**src/rtl/code_entry_ctrl.sv**
```systemverilog
// code_entry_ctrl: keypad sequencer in front of the arm/disarm state machine.
// Collects CODE_LEN button presses, compares them digit-by-digit against CODE,
// and presents a verdict on o_input_states. The verdict is held for HOLD_CYCLES
// and then returns to idle. An attempt left idle for TIMEOUT_CYCLES between
// presses is closed as incorrect.
//
// Ports:
//   i_Clk            system clock
//   i_Reset          synchronous active-high reset
//   i_Btn[3:0]       debounced button levels, bit n = digit value n
//   o_input_states   0 idle, 1 entering, 2 incorrect, 3 correct
//   o_digit_count    digits accepted in the current attempt
//   o_busy           high while collecting or presenting a verdict
//   o_timeout        one-cycle pulse when an attempt is closed by timeout
module code_entry_ctrl #(
  parameter int unsigned              CODE_LEN       = 4,
  parameter logic [2*CODE_LEN-1:0]    CODE           = 8'b11_10_01_00,
  parameter int unsigned              TIMEOUT_CYCLES = 25_000_000,
  parameter int unsigned              HOLD_CYCLES    = 4
) (
  input  logic       i_Clk,
  input  logic       i_Reset,
  input  logic [3:0] i_Btn,
  output logic [1:0] o_input_states,
  output logic [2:0] o_digit_count,
  output logic       o_busy,
  output logic       o_timeout
);

  localparam int unsigned TW = $clog2(TIMEOUT_CYCLES);
  localparam int unsigned HW = $clog2(HOLD_CYCLES + 1);

  localparam logic [TW-1:0] TIMER_LAST = TW'(TIMEOUT_CYCLES - 1);
  localparam logic [HW-1:0] HOLD_LAST  = HW'(HOLD_CYCLES - 1);
  localparam logic [2:0]    LEN        = 3'(CODE_LEN);

  localparam logic [1:0] OUT_IDLE      = 2'd0;
  localparam logic [1:0] OUT_ENTERING  = 2'd1;
  localparam logic [1:0] OUT_INCORRECT = 2'd2;
  localparam logic [1:0] OUT_CORRECT   = 2'd3;

  typedef enum logic [1:0] {
    ST_IDLE    = 2'd0,
    ST_COLLECT = 2'd1,
    ST_RESULT  = 2'd2
  } state_t;

  state_t        state;
  logic [3:0]    r_Btn;
  logic          mismatch;
  logic [TW-1:0] timer;
  logic [HW-1:0] hold;

  logic [1:0] code_digits [8];
  logic [3:0] press;
  logic       press_any;
  logic       press_single;
  logic [1:0] press_digit;
  logic [1:0] exp_digit;
  logic       digit_bad;
  logic       mismatch_next;
  logic [2:0] count_next;

  // Unpack CODE into per-position digits; unused positions read as zero.
  for (genvar k = 0; k < 8; k++) begin : g_digit
    if (k < CODE_LEN) begin : g_used
      assign code_digits[k] = CODE[2*k +: 2];
    end else begin : g_unused
      assign code_digits[k] = 2'b00;
    end
  end

  // Rising-edge detect and digit decode; multi-bit presses never match.
  always_comb begin
    press        = i_Btn & ~r_Btn;
    press_any    = |press;
    press_single = press_any && ((press & (press - 4'd1)) == 4'd0);
    press_digit  = 2'd0;
    case (press)
      4'b0010: press_digit = 2'd1;
      4'b0100: press_digit = 2'd2;
      4'b1000: press_digit = 2'd3;
      default: press_digit = 2'd0;
    endcase
    exp_digit     = code_digits[o_digit_count];
    digit_bad     = !press_single || (press_digit != exp_digit);
    mismatch_next = mismatch | digit_bad;
    count_next    = o_digit_count + 3'd1;
  end

  // Sequencer state, counters and registered outputs.
  always_ff @(posedge i_Clk) begin
    if (i_Reset) begin
      state          <= ST_IDLE;
      r_Btn          <= 4'b1111;
      mismatch       <= 1'b0;
      timer          <= '0;
      hold           <= '0;
      o_input_states <= OUT_IDLE;
      o_digit_count  <= 3'd0;
      o_busy         <= 1'b0;
      o_timeout      <= 1'b0;
    end else begin
      r_Btn     <= i_Btn;
      o_timeout <= 1'b0;
      case (state)
        ST_IDLE: begin
          o_input_states <= OUT_IDLE;
          o_digit_count  <= 3'd0;
          o_busy         <= 1'b0;
          mismatch       <= 1'b0;
          timer          <= '0;
          hold           <= '0;
          if (press_any) begin
            mismatch      <= digit_bad;
            o_digit_count <= 3'd1;
            o_busy        <= 1'b1;
            if (CODE_LEN == 1) begin
              state          <= ST_RESULT;
              o_input_states <= digit_bad ? OUT_INCORRECT : OUT_CORRECT;
            end else begin
              state          <= ST_COLLECT;
              o_input_states <= OUT_ENTERING;
            end
          end
        end

        ST_COLLECT: begin
          // A press on the timeout cycle wins over the timeout.
          if (press_any) begin
            mismatch      <= mismatch_next;
            o_digit_count <= count_next;
            timer         <= '0;
            if (count_next == LEN) begin
              state          <= ST_RESULT;
              hold           <= '0;
              o_input_states <= mismatch_next ? OUT_INCORRECT : OUT_CORRECT;
            end
          end else if (timer == TIMER_LAST) begin
            state          <= ST_RESULT;
            hold           <= '0;
            o_input_states <= OUT_INCORRECT;
            o_timeout      <= 1'b1;
          end else begin
            timer <= timer + TW'(1);
          end
        end

        ST_RESULT: begin
          // Presses are ignored while the verdict is held.
          if (hold == HOLD_LAST) begin
            state          <= ST_IDLE;
            hold           <= '0;
            timer          <= '0;
            mismatch       <= 1'b0;
            o_input_states <= OUT_IDLE;
            o_digit_count  <= 3'd0;
            o_busy         <= 1'b0;
          end else begin
            hold <= hold + HW'(1);
          end
        end

        default: begin
          state          <= ST_IDLE;
          mismatch       <= 1'b0;
          timer          <= '0;
          hold           <= '0;
          o_input_states <= OUT_IDLE;
          o_digit_count  <= 3'd0;
          o_busy         <= 1'b0;
          o_timeout      <= 1'b0;
        end
      endcase
    end
  end

endmodule

```
**config.mk**
```make
export PLATFORM = sky130hd
export DESIGN_NAME = code_entry_ctrl
export DESIGN_NICKNAME = d
export VERILOG_FILES = /design/src/rtl/code_entry_ctrl.sv
export SDC_FILE = /design/constraint.sdc
export NUM_CORES = 1
export LEC_CHECK = 0
export ABC_AREA = 1
export ABC_CLOCK_PERIOD_IN_PS = 2300
export CAP_MARGIN = 40
export CORE_MARGIN = 2
export CORE_UTILIZATION = 55
export CTS_CLUSTER_DIAMETER = 40
export DETAILED_ROUTE_END_ITERATION = 10
export PLACE_DENSITY = 0.78
export SYNTH_ARGS = -nofsm -noshare
export SYNTH_HDL_FRONTEND = slang
export SYNTH_SLANG_ARGS = --single-unit
```
**constraint.sdc**
```tcl
create_clock -name i_Clk -period 2.3 [get_ports i_Clk]
set_clock_uncertainty 0.15 [all_clocks]
set_input_delay 0.46 -clock i_Clk [delete_from_list [all_inputs] [get_ports i_Clk]]
set_output_delay 0.46 -clock i_Clk [all_outputs]
set_load 0.05 [all_outputs]
```
# [Yosys cells after proc, flatten, opt, wreduce, memory -nomap -nowiden]
# Memories as Yosys holds them, arrays and structs flattened.
# Index checks and enable logic that the tools add are counted.
# Widths: inputs -> output; s select.
[totals] in_bits=6 mem_bits_ro=16 n_memories=1 out_inout_bits=7 reg_bits=42
[memory_table] memory="(name not given)" words=8 word_bits=2 read_ports=1 rd_ports_with_merged_regs=0 wr=0 line_no="85" rtl="exp_digit = code_digits[o_digit_count];"
[classes] n_mux=34 addsub=4 bitwise=6 n_reduce_logical=13 magnitude_cmp=1 n_eq_ne=15
[ops] op="$mux 25" n=3
[ops] op="$pmux 25 s2" n=1
[ops] op="$add 25x1->25 const B" n=1
[ops] op="$eq 25x25->1 const B" n=1
[ops] op="$mux 2" n=9
[ops] op="$mux 3" n=6
[ops] op="$pmux 2 s3" n=3
[ops] op="$ne 3x3->1 const B" n=3
[ops] op="$pmux 3 s3" n=1
[ops] op="$and 4x4->4" n=2
[ops] op="$mux 1" n=8
[ops] op="$reduce_and 2->1" n=4
[ops] op="$add 3x1->3 const B" n=2
[ops] op="$ne 2x2->1 const B" n=3
[ops] op="$pmux 1 s3" n=2
[ops] op="$pmux 3 s2" n=1
[ops] op="$reduce_or 6->1" n=1
[ops] op="$eq 4x2->1 const B" n=1
[ops] op="$eq 4x3->1 const B" n=1
[ops] op="$eq 4x4->1 const B" n=1
[ops] op="$ge 4x4->1 const B" n=1
[ops] op="$logic_not 4->1" n=1
[ops] op="$not 3->4" n=1
[ops] op="$not 4->4" n=1
[ops] op="15 further kinds" n=15

# [Depth between registers and ports, before layout]
[depth] word_depth=13 ltp_mapped=13 mapped_depth_nobuf=13

# [Least setup slack after synthesis]
# OpenSTA, ideal clock, no wires.
[synth_timing] path_type="register -> register" start="register timer[0]" end="register timer[23]" period_less_slack_ns=1.825 stages_incl_launch_ff=11 n_path_buf=1 path_slack_ns=0.475 arrival_ns=1.607 path_cell_list="dfxtp_1 -> ha_1 -> nand3_1 -> nor2_4 -> nand3_4 -> nor2_4 -> nand2_4 -> nand2_4 -> buf_8 -> nand2_1 -> a21oi_2"
[synth_via] elab_chain_len=4 elab_cells_between_ends=7 classes_between="add/sub: 1; eq/ne: 2; mux: 3; reduce/logical: 1"
[synth_lines] element="start, declared" line_no="51" rtl="logic [TW-1:0] timer;"
[synth_lines] element="start signal, assigned" line_no="145" rtl="timer <= timer + TW'(1);"
[synth_lines] element="$add 25x1->25" line_no="145"
[synth_lines] element="$mux 25" line_no="139" rtl="end else if (timer == TIMER_LAST) begin"
[synth_lines] element="$mux 25" line_no="130" rtl="if (press_any) begin"
[synth_lines] element="$pmux 25 s2" line_no="106" rtl="case (state)"
# Several ways; a longest one is shown, not always the timed one. The select of a mux whose other input is x is not followed.
# A chain may end at the register's enable or synchronous reset.

# [Worst setup path after layout]
[layout_timing] start="register o_digit_count[0]" end="output port o_digit_count[0]"
[layout_rtl] element="start, declared" line_no="25" rtl="output logic [2:0] o_digit_count,"
[layout_rtl] element="start signal, assigned" line_no="132" rtl="o_digit_count <= count_next;"
# No word-level cell between the ends.

==> impl_metrics.ini <==
[synthesis]
synth_nets = 404
ys_ff_latch = 42
seq_area_frac_synth = 0.337
synth.top_cell.area_share = 0.337
syn-cell-area_sq_um = 2490
yosysWarnings = 0
ys_types = 30
synth.avg_cell_area_sq_um = 6.33
synth_top_cell_by_area = dfxtp_1
synth.area.top_cells = dfxtp_1, nand2_1, inv_1
synthCells = 394

[floorplan]
core.rowCount = 24
die_h_um = 71.4
core_sq_um = 4350
start_util = 0.573
ios = 13
die_w_um = 71.4
die-area_sq_um = 5090

[power_and_ir_drop]
power_density_nw_per_um2 = 654
combPwrFrac = 0.197
p_int_mw = 1.31
swShare = 0.291
p_leak_nw = 1.26
pwr-share-clk = 0.383
ir_worst_vdd_mv = 0.382
power_switching_mw = 0.539
p_seq_frac = 0.421

[placed_design]
globalplace.congestion = 0.982
post-dp-hpwl_um = 4380
port-buffer-count = 12

[route]
drcViolationCount = 0
drt-total-wl_um = 5680
routed_via_density = 5.19
vias = 2419
drtIter0Drc = 166
post_drt_wl_per_cell_um = 12.2
final_antenna_net_count = 0
first_pass_iters = 4

[global_route]
grt_pass1_vias = 2181
track_usage = 0.237
grt_max_degree = 18
overflow = 0
grt_pass1_wl_um = 9600
antenna_found_initial = 0

[status]
status = finished, final reports clean

[timing]
rsz0062_at_grt = false
worst_slew_pin_slew_ns = 0.495
setup_viol = 0
post-route-period-util = 0.952
relSlewSlack = 0.669
min_period_ns = 2.19
hold_violations = 0
timing.hold.ws_ns = 0.320
final.setup.tns_ns = 0
slew_violations = 0
clock.fmax_mhz = 457

[setup_path]
cp_num_buf_inv = 1
cp_slowest_cell = clkdlybuf4s50_1
worstSetupStartpointType = flip-flop
crit_fanout = 6
crit_type = flip-flop to primary output
end_kind = primary output
cp.required_ns = 1.69
crit_chain = clkdlybuf4s50_1
worstPathArrival_ns = 1.58
path_delay_family = buffers and inverters
max_stage_delay_ns = 0.84

[clock_tree]
cts_num_sinks = 42
path_clk_slew_ns = 0.09
post_cts_buffers = 0
htreeDepth = 2
cts_tree = yes
cts_hold_buf = 0
cts_resized = 0
clockBufferDepth = 2
cts-buffers-inserted = 5
cts_root_buf = clkbuf_8
clkLatencyLatePin_ns = 0.30

[hold_path]
hold_path_class = flip-flop to flip-flop

[final_layout]
fillers = 400
area_delta_synth_final_pct = 13.4
drive_above_1_share = 0.0845
antenna-diode-count = 0
nNetsFinal = 423

[run]
cap_viol_max_count = 0
==> final cells by class <==
class	count	area, sq um	share of cell area
Tap cell	52	65.1	0.0230
Sequential cell	42	841	0.297
Timing Repair Buffer	18	178	0.0628
Clock buffer	5	68.8	0.0243
Multi-Input combinational cell	282	1370	0.484
Clock inverter	3	68.8	0.0243
Inverter	64	240	0.0849
==> final timing paths <==
| path | slack, ns | cells past startpoint | from | endpoint |
|---|---|---|---|---|
| hold / removal | 0.32 | 2 | hold[1] | hold[1] |
| hold reg to reg | 0.32 | 2 | hold[1] | hold[1] |
| setup / recovery | 0.11 | 1 | o_digit_count[0] | o_digit_count[0] |
| setup reg to reg | 0.21 | 9 | timer[1] | timer[22] |
==> metal layers <==
layer  vias to the layer above  GRT usage  part of all wire
li1                       1272          -                 -
met1                      1088      0.315              0.48
met2                        48      0.380              0.46
met3                        11     0.0492             0.048
met4                         0     0.0922             0.019
met5                         -          0                 0
==> cell usage in the layout, fill, tap and decap left out, types with 2 or more instances in the layout <==
cell	n
dfxtp_1	42
nor4_1	3
or2_2	3
o21bai_1	4
nand3_1	29
o21ai_0	10
buf_4	5
nor3_1	14
ha_1	4
bufinv_16	2
nand2_1	119
a21oi_1	16
clkbuf_8	5
nand2_2	2
nand4_1	11
inv_1	62
clkdlybuf4s50_1	12
inv_2	2
nor2_1	50
xor2_1	2
nand2_4	3
nor2_4	4
==> metrics by stage <==
| stage | power [mW] | setup slack, ns | std cells | area (sq um) | utilization |
|---|---|---|---|---|---|
| 3_5_place_dp | 1.16 | 0.00426 | 458 | 2690 | 0.618 |
| 4_1_cts | 1.86 | 0.109 | 466 | 2830 | 0.650 |
| 2_1_floorplan | 1.06 | 0.475 | 394 | 2490 | - |
| 3_3_place_gp | 1.15 | 0.0620 | 458 | 2690 | 0.618 |
| 5_1_grt | 1.93 | 0.0672 | 466 | 2830 | 0.650 |
| 6_report | 1.85 | 0.111 | 466 | 2830 | 0.650 |
==> synthesized netlist by cell type, drive strengths merged <==
cell type  number
ha              4
nand4          11
dfxtp          42
clkbuf          3
buf             3
nand3          31
nor2           55
o21bai          4
xor2            2
a32o            1
o21ai          12
nand2         124
inv            64
a21oi          18
or2             3
nor4            3
nor3           14
==> power groups by stage <==
stage	clock (mW)	sequential (mW)	combinational, mW
5_1_grt	0.747	0.784	0.399
2_1_floorplan	0	0.843	0.213
4_1_cts	0.717	0.779	0.363
6_report	0.709	0.779	0.364
3_5_place_dp	0	0.796	0.361
3_3_place_gp	0	0.796	0.354
==> flip-flops by register name (all words and copies together) (netlist names), 2 cells and up <==
register	cells
timer	25
r_Btn	4
hold	3
o_digit_count	3
o_input_states	2
state	2
==> kinds of logic after synthesis <==
logic type                 synth area share
buffers and inverters                 0.114
adders and majority gates            0.0201
and+or+nand+nor                       0.433
AOI/OAI and AO/OA                    0.0883
xor gates and xnor gates            0.00702
DFF                                   0.337
(Power assumes the default switching activity.)
